### src/rtl/hsync_detect.sv
// hsync_detect
//   Receive-side horizontal timing recovery. Samples an active-low hsync and
//   a data-enable, recovers the active pixel x coordinate, measures line
//   period / sync width / active width and declares lock once the measured
//   timing has repeated for LOCK_LINES consecutive lines.
//
// Ports
//   i_clk        pixel clock, rising edge
//   i_rst_n      asynchronous active-low reset
//   i_hsync      horizontal sync, active low
//   i_hde        data enable, active high
//   o_de         i_hde delayed to line up with o_x
//   o_x          index of the current active pixel within the line
//   o_htotal     last measured line period in clocks
//   o_hsync_len  last measured sync-low width in clocks
//   o_hactive    last measured DE-high clocks per line
//   o_locked     timing stable
//   o_err        one-cycle pulse on mismatch or overflow while tracking
module hsync_detect #(
    parameter int CW         = 10,
    parameter int LOCK_LINES = 4
) (
    input  logic          i_clk,
    input  logic          i_rst_n,
    input  logic          i_hsync,
    input  logic          i_hde,
    output logic          o_de,
    output logic [CW-1:0] o_x,
    output logic [CW-1:0] o_htotal,
    output logic [CW-1:0] o_hsync_len,
    output logic [CW-1:0] o_hactive,
    output logic          o_locked,
    output logic          o_err
);

    localparam logic [CW-1:0] CNT_MAX  = {CW{1'b1}};
    localparam logic [CW-1:0] CNT_ZERO = {CW{1'b0}};
    localparam logic [CW-1:0] CNT_ONE  = {{(CW-1){1'b0}}, 1'b1};
    localparam logic [3:0]    LOCK_TGT = 4'(LOCK_LINES);

    typedef enum logic [1:0] {
        IDLE    = 2'd0,
        MEASURE = 2'd1,
        TRACK   = 2'd2
    } state_t;

    state_t        state_r;
    logic          hs_r;
    logic          hs_d_r;
    logic          de_r;
    logic [CW-1:0] clk_cnt_r;
    logic [CW-1:0] sync_cnt_r;
    logic [CW-1:0] sync_meas_r;
    logic [CW-1:0] de_cnt_r;
    logic [3:0]    lock_cnt_r;

    logic          fall_s;
    logic          rise_s;
    logic          overflow_s;
    logic [CW-1:0] period_s;
    logic          match_s;
    logic [3:0]    lock_next_s;

    // Edge detection, overflow and the measurement of the line just ended
    always_comb begin
        fall_s      = hs_d_r & ~hs_r;
        rise_s      = ~hs_d_r & hs_r;
        overflow_s  = (clk_cnt_r == CNT_MAX);
        period_s    = clk_cnt_r + CNT_ONE;
        match_s     = (period_s == o_htotal) &&
                      (sync_meas_r == o_hsync_len) &&
                      (de_cnt_r == o_hactive);
        if (lock_cnt_r == LOCK_TGT) begin
            lock_next_s = LOCK_TGT;
        end else begin
            lock_next_s = lock_cnt_r + 4'd1;
        end
    end

    // Input sampling; hsync registers idle high so reset does not fake an edge
    always_ff @(posedge i_clk or negedge i_rst_n) begin
        if (!i_rst_n) begin
            hs_r   <= 1'b1;
            hs_d_r <= 1'b1;
            de_r   <= 1'b0;
        end else begin
            hs_r   <= i_hsync;
            hs_d_r <= hs_r;
            de_r   <= i_hde;
        end
    end

    // Per-line counters, restarted on every sync falling edge
    always_ff @(posedge i_clk or negedge i_rst_n) begin
        if (!i_rst_n) begin
            clk_cnt_r   <= CNT_ZERO;
            sync_cnt_r  <= CNT_ZERO;
            sync_meas_r <= CNT_ZERO;
            de_cnt_r    <= CNT_ZERO;
        end else begin
            if (fall_s) begin
                clk_cnt_r <= CNT_ZERO;
            end else if (clk_cnt_r != CNT_MAX) begin
                clk_cnt_r <= clk_cnt_r + CNT_ONE;
            end else begin
                clk_cnt_r <= clk_cnt_r;
            end

            // The fall cycle is itself the first low sample, hence the 1
            if (fall_s) begin
                sync_cnt_r <= CNT_ONE;
            end else if (!hs_r && (sync_cnt_r != CNT_MAX)) begin
                sync_cnt_r <= sync_cnt_r + CNT_ONE;
            end else begin
                sync_cnt_r <= sync_cnt_r;
            end

            if (rise_s) begin
                sync_meas_r <= sync_cnt_r;
            end else begin
                sync_meas_r <= sync_meas_r;
            end

            if (fall_s) begin
                de_cnt_r <= CNT_ZERO;
            end else if (de_r && (de_cnt_r != CNT_MAX)) begin
                de_cnt_r <= de_cnt_r + CNT_ONE;
            end else begin
                de_cnt_r <= de_cnt_r;
            end
        end
    end

    // Pixel output: o_x is the count of DE samples already seen this line
    always_ff @(posedge i_clk or negedge i_rst_n) begin
        if (!i_rst_n) begin
            o_de <= 1'b0;
            o_x  <= CNT_ZERO;
        end else begin
            o_de <= de_r;
            if (fall_s) begin
                o_x <= CNT_ZERO;
            end else begin
                o_x <= de_cnt_r;
            end
        end
    end

    // Lock state machine; a fall always takes priority over overflow
    always_ff @(posedge i_clk or negedge i_rst_n) begin
        if (!i_rst_n) begin
            state_r     <= IDLE;
            lock_cnt_r  <= 4'd0;
            o_htotal    <= CNT_ZERO;
            o_hsync_len <= CNT_ZERO;
            o_hactive   <= CNT_ZERO;
            o_locked    <= 1'b0;
            o_err       <= 1'b0;
        end else begin
            o_err <= 1'b0;
            case (state_r)
                IDLE: begin
                    if (fall_s) begin
                        state_r <= MEASURE;
                    end else begin
                        state_r <= IDLE;
                    end
                end
                MEASURE: begin
                    if (fall_s) begin
                        o_htotal    <= period_s;
                        o_hsync_len <= sync_meas_r;
                        o_hactive   <= de_cnt_r;
                        lock_cnt_r  <= 4'd0;
                        state_r     <= TRACK;
                    end else if (overflow_s) begin
                        o_locked <= 1'b0;
                        o_err    <= 1'b1;
                        state_r  <= IDLE;
                    end else begin
                        state_r <= MEASURE;
                    end
                end
                TRACK: begin
                    if (fall_s) begin
                        if (match_s) begin
                            lock_cnt_r <= lock_next_s;
                            if (lock_next_s == LOCK_TGT) begin
                                o_locked <= 1'b1;
                            end else begin
                                o_locked <= o_locked;
                            end
                        end else begin
                            o_htotal    <= period_s;
                            o_hsync_len <= sync_meas_r;
                            o_hactive   <= de_cnt_r;
                            lock_cnt_r  <= 4'd0;
                            o_locked    <= 1'b0;
                            o_err       <= 1'b1;
                        end
                        state_r <= TRACK;
                    end else if (overflow_s) begin
                        o_locked <= 1'b0;
                        o_err    <= 1'b1;
                        state_r  <= IDLE;
                    end else begin
                        state_r <= TRACK;
                    end
                end
                default: begin
                    state_r <= IDLE;
                end
            endcase
        end
    end

endmodule

### config.mk
export PLATFORM = sky130hd
export DESIGN_NAME = hsync_detect
export DESIGN_NICKNAME = d
export VERILOG_FILES = /design/src/rtl/hsync_detect.sv
export SDC_FILE = /design/constraint.sdc
export NUM_CORES = 1
export LEC_CHECK = 0
export CORE_ASPECT_RATIO = 1.5
export CORE_MARGIN = 8
export CORE_UTILIZATION = 57
export CTS_CLUSTER_SIZE = 10
export DETAILED_ROUTE_END_ITERATION = 10
export GPL_TIMING_DRIVEN = 0
export MAX_ROUTING_LAYER = met4
export PLACE_DENSITY = 0.8
export SKIP_CTS_REPAIR_TIMING = 1
export SYNTH_ARGS = -nofsm -noshare
export SYNTH_HDL_FRONTEND = slang
export SYNTH_SLANG_ARGS = --single-unit
export TNS_END_PERCENT = 5
### constraint.sdc
create_clock -name i_clk -period 3.1 [get_ports i_clk]
set_input_delay 0.62 -clock i_clk [delete_from_list [all_inputs] [get_ports i_clk]]
set_output_delay 0.62 -clock i_clk [all_outputs]
set_load 0.02 [all_outputs]
==> run metrics, run 1 <==
status finished clean; top-area cell type share of the netlist area 49.8%; Layout Nets 465; IO Port Bufs 46; pwr dens 688 nW/um2; n_diodes 0; most frequent CP cell buf_6; ratio of cells with drive above 1 in the final layout 12.0%; total congestion overflow 0; first-pass GRT wire length 16.0 mm; Synth area leaders dfrtp_1, xor2_1, mux2_2, xnor2_1, ha_1; P&R area growth vs syn 20.2%; period utilization 83.9%; DRC 0; area leader, netlist dfrtp_1; syn nets 407; Clock Path Buffers 2; core area 7860 um2; post-detail-place hpwl 6.97 mm; Critical Path Start Type register; Avg WL per Cell about 17 um; Mapped Area between 4000 and 5000 um2; cell family with most CP delay simple AND/OR/NAND/NOR gates; Initial Utilization 57.6%; Leakage ~2.5 nW; distinct cell type count after synthesis 47; Slew HR between 50% and 60%; Core Util, Final 69.2%; top-count cell post-synth dfrtp_1; Clock transition at path regs 0.06 ns; actual slew at the worst max-slew pin 0.650 ns; final setup margin 0.498 ns; mean post-synth cell area 11.5 um2; number of synthesized register bits 92; antenna violations before repair 0; clk_lat worst skew 0.34 ns; Post-Layout Inst Area 5440 um2; CTS tree built; Fmax achieved approximately 0.38 GHz; Commonest cells post-synth dfrtp_1, xor2_1, nor2_1; hold_ws 0.230 ns; placement row count 40; Worst Path Buf+Inv 4; CP Max Fanout 10; total track usage approximately a fifth; Yosys warnings 0; critical path depth in cells 10; synthesized instance count 394; TNS Setup 0 ns; fin. max-slew vios 0; Routability Congestion about 0.85; M1 WL 3.93 mm; worst hold path type in2async; max_cap viols 0; WS Path Type reg2reg; vias in the first global route 3,298; CP max stage cell dfrtp_1; DR WL met3 roughly 320 um; Worst setup EP type register; post-synthesis sequential area ratio about half; Primary FF master, synth dfrtp_1; CP Cell Sequence ha_1 -> inv_1 -> or3_4 -> xnor2_1 -> and4_1 -> buf_6 -> a31oi_4 -> buf_6 -> buf_12 -> mux2_4; met2 WL 5.17 mm; Die W 88.7 um; post-place instance area 5140 um2; RSZ-0062 raised after global routing false; Final Hold Fails 0; Peak supply drop 0.515 mV; DR vias/cell 5.55; slowest stage delay, CP 0.46 ns; ys async rst share 100%; worst reg2reg startpoint clk_cnt_r[0]$_DFFE_PN0P_; ANT nets after route 0; clock root cell clkbuf_16; clock sink total 92; Setup WS pre-CTS just over 0.5 ns; WL final 9.68 mm; DRT Pass-1 Iters 4; Required @ worst endpoint 3.33 ns; crit path from clk_cnt_r[0]$_DFFE_PN0P_; H-tree level count 3; largest net degree at the start of global routing 59; CTS buffer count 9; CP arrival approximately 2.8 ns; Worst Skew 0.00828 ns; vias post-DR 3,119; I/O pins 47; die height 125 um; Final min period 2.60 ns; First DRT Iteration DRCs 119; number of enable flip-flop cells after synthesis 0; worst r2r path cells 10; setup violators final 0; Max Used Layer met4; DIE AREA about 11,000 um2
-- power breakdown --
group / internal (mW) / switching (mW) / total, mW
combinational: 0.496 / 0.599 / 1.10
sequential: 1.37 / 0.175 / 1.55
clock: 0.649 / 0.446 / 1.10
total: 2.52 / 1.22 / 3.74
-- layout by cell type (no fill, tap or decap), drive strengths merged, types with 2 or more instances in the layout --
cell           Yosys  layout
nor4              13      13
a31oi              4       4
clkbuf            10      23
a21oi             16      16
o2111ai            2       2
nand4              9       9
inv               20      20
a41oi              2       2
dfstp              2       2
xnor3              3       3
mux2i              9       9
nand2             21      21
xor2              37      37
dfrtp             90      90
ha                 9       9
xnor2             20      20
nand2b             2       2
and3               3       3
o211ai             3       3
clkdlybuf4s50      0      45
nor2b              2       2
o21ai              7       7
nand3             14      14
buf                6       8
and4               4       4
nor2              28      28
nor3               6       6
mux2              33      33
or3                3       3
and2              11      11
-- layer usage --
metal	up-vias	global-route usage, %
met4	0	10.3
met5	-	-
met2	66	31.6
li1	1479	-
met3	22	2.82
met1	1552	21.1
-- through the flow --
stage | instances | power [mW]
final | 562 | 3.74
after global routing | 562 | 3.92
after CTS | 562 | 3.76
after detailed placement | 546 | 2.65
after global placement | 545 | 2.61
after floorplan | 394 | 2.25
-- cell families (layout without fill, tap and decap cells) --
family | count (synthesis) | in the layout | share of synthesized area [%]
xor+xnor | 60 | 60 | 12.5
buf+inv | 36 | 99 | 3.79
fa+ha+maj | 9 | 9 | 2.49
flops | 92 | 92 | 51.0
simple gates | 118 | 118 | 14.4
mux | 42 | 42 | 10.5
compound gates | 37 | 37 | 5.28
-- worst paths after layout --
path	slack [ns]	endpoint
max reg2reg	0.50	o_hsync_len[9]$_DFFE_PN0P_
max in group asynchronous	2.23	sync_meas_r[4]$_DFFE_PN0P_
min reg2reg	0.39	hs_d_r$_DFF_PN1_
max	0.50	o_hsync_len[9]$_DFFE_PN0P_
min	0.23	o_x[8]$_DFF_PN0_
min in group i_clk	0.39	hs_d_r$_DFF_PN1_
-- state kept, by name, indices dropped and copies added, names as in the netlist, 2 cells and up --
register / flops
clk_cnt_r: 10
de_cnt_r: 10
lock_cnt_r: 4
o_hactive: 10
o_hsync_len: 10
o_htotal: 10
o_x: 10
state_r: 2
sync_cnt_r: 10
sync_meas_r: 10
-- cell type report --
| class | count | area [um2] |
|---|---|---|
| inverter | 20 | 75.1 |
| sequential | 92 | 2300 |
| clock buffer | 13 | 250 |
| timing repair buffer | 47 | 485 |
| fill | 586 | 2420 |
| clock inverter | 3 | 46.3 |
| buffer | 16 | 96.3 |
| multi-input combinational | 266 | 2050 |
| tap | 105 | 131 |
(Power assumes the default switching activity.)
==> inputs of run 2 (changes only) <==
==> constraint.sdc (replaced) <==
create_clock -name i_clk -period 2.7 [get_ports i_clk]
set_input_delay 0.54 -clock i_clk [delete_from_list [all_inputs] [get_ports i_clk]]
set_output_delay 0.54 -clock i_clk [all_outputs]
set_load 0.02 [all_outputs]
==> run 2 against run 1 <==
Net effect:
- die area did not move
- clock skew barely moved
- non-clock buffer count did not move
- sequential cell count did not move
- clock-buffer cell count did not move
- power rose by 15%
- sequential share of layout area fell by 0.055 points
- global-route usage did not move
==> run metrics, run 2 (synthesis results as in run 1) <==
period utilization 94.2% (+10 points); Required @ worst endpoint 2.93 ns (-0.40 ns); Fill cells 582 (-0.68%); Core Util, Final 69.3% (+0.13 points); most common cell after layout, fill and taps aside dfrtp_1; vias post-DR 3,131 (+0.38%); Layout Nets 465 (unchanged); actual slew at the worst max-slew pin 0.736 ns (+0.0865 ns); CP Cell Sequence ha_1 -> inv_1 -> or3_4 -> xnor2_1 -> and4_1 -> buf_6 -> a31oi_4 -> buf_6 -> buf_12 -> mux2_4; WL final 9.69 mm (about the same); I/O pins 47 (unchanged); CTS tree built; Initial Utilization 57.6% (unchanged); WS Path Type reg2reg; first-pass GRT wire length 16.0 mm (unchanged); post-detail-place hpwl 6.97 mm (unchanged); most frequent CP cell buf_6; status finished clean; Critical Path Start Type register; clk_lat worst skew 0.34 ns (about the same); n_diodes 0 (unchanged); H-tree level count 3 (unchanged); core area 7860 um2 (unchanged); die height 125 um (unchanged); DIE AREA 11,100 um2 (unchanged); clock root cell clkbuf_16; worst hold path type in2async; TNS Setup 0 ns (unchanged); post-place instance area 5140 um2 (unchanged); slowest stage delay, CP 0.43 ns (-0.03 ns); non-filler instance count after layout 562 (unchanged); Setup WS pre-CTS 0.112 ns (-0.400 ns); final setup margin 0.155 ns (-0.343 ns); antenna violations before repair 0 (unchanged); max_cap viols 0 (unchanged); CP arrival 2.77 ns (-0.06 ns); Final min period 2.54 ns (-0.0575 ns); placed cell count 546 (unchanged); Peak supply drop 0.592 mV (+15%); DRT Pass-1 Iters 4 (unchanged); hold_ws 0.149 ns (-0.0817 ns); Fmax achieved 0.393 GHz (+2.3%); total track usage 19.1% (unchanged); First DRT Iteration DRCs 94 (-21%); clock sink total 92 (unchanged); Leakage 2.50 nW (about the same); total design power 4.31 mW (+15%); total congestion overflow 0 (unchanged); Clock Path Buffers 2 (unchanged); DR vias/cell 5.57 (+0.38%); ratio of cells with drive above 1 in the final layout 12.3% (+0.22 points); Die W 88.7 um (unchanged); CTS buffer count 9 (unchanged); IO Port Bufs 46 (unchanged); pwr dens 791 nW/um2 (+15%); Post-Layout Inst Area 5450 um2 (+0.18%); Final Hold Fails 0 (unchanged); CP max stage cell dfrtp_2; Worst setup EP type register; vias in the first global route 3,298 (unchanged); setup violators final 0 (unchanged); ANT nets after route 0 (unchanged); Avg WL per Cell 17.2 um (about the same); Routability Congestion 0.846 (unchanged); Worst Skew 0.00813 ns (-0.000156 ns); fin. max-slew vios 0 (unchanged); P&R area growth vs syn 20.4%; Reg area 2310 um2 (about the same); placement row count 40 (unchanged); DRC 0 (unchanged); CP Max Fanout 10 (unchanged); commonest non-fill, non-tap cells in the layout dfrtp_1, clkdlybuf4s50_1, xor2_1; RSZ-0062 raised after global routing false; Multi-input gate area 2060 um2 (+0.43%); largest net degree at the start of global routing 59 (unchanged); Clock transition at path regs 0.06 ns (about the same); Slew HR 50.3% (-6.0 points)
==> run 2: critical path, delay by kind of cell (launching register included) <==
kind | cells | cell delay, ns
AO/OA/AOI/OAI | 1 | 0.15
XOR/XNOR | 1 | 0.14
adder cells (fa/ha/maj) | 1 | 0.22
buffers and inverters | 4 | 0.58
flip-flops | 1 | 0.43
multiplexers | 1 | 0.30
AND/OR/NAND/NOR | 2 | 0.60
==> run 2: final timing paths <==
kind,start,end,slack [ns],depth (start not counted)
max reg2reg,clk_cnt_r[0]$_DFFE_PN0P_,o_hsync_len[9]$_DFFE_PN0P_,0.16,10
min reg2reg,hs_r$_DFF_PN1_,hs_d_r$_DFF_PN1_,0.39,0
min in group i_clk,hs_r$_DFF_PN1_,hs_d_r$_DFF_PN1_,0.39,0
min,i_rst_n,o_x[8]$_DFF_PN0_,0.15,1
max in group asynchronous,i_rst_n,clk_cnt_r[0]$_DFFE_PN0P_,1.91,2
max,clk_cnt_r[0]$_DFFE_PN0P_,o_hsync_len[9]$_DFFE_PN0P_,0.16,10
==> run 2: final cells by class <==
| class | instances | area share (%) |
|---|---|---|
| Buffer | 16 | 1.77 |
| Clock buffer | 13 | 4.59 |
| Clock inverter | 3 | 0.850 |
| Inverter | 20 | 1.38 |
| Multi-Input combinational cell | 266 | 37.7 |
| Sequential cell | 92 | 42.3 |
| Tap cell | 105 | 2.41 |
| Timing Repair Buffer | 47 | 8.91 |
==> run 2: per-layer routing <==
| layer | share of wire [%] | vias to the layer above | GRT usage, % |
|---|---|---|---|
| met5 | 0 | - | - |
| met2 | 54 | 64 | 31.6 |
| met3 | 3.2 | 23 | 2.82 |
| met4 | 2.8 | 0 | 10.3 |
| li1 | - | 1480 | - |
| met1 | 40 | 1564 | 21.1 |
==> run 2: power by group <==
group	leakage [nW]	switching, mW	internal [mW]
clock network	0.140	0.510	0.745
logic	1.13	0.700	0.572
registers	1.24	0.201	1.58
total	2.50	1.41	2.89
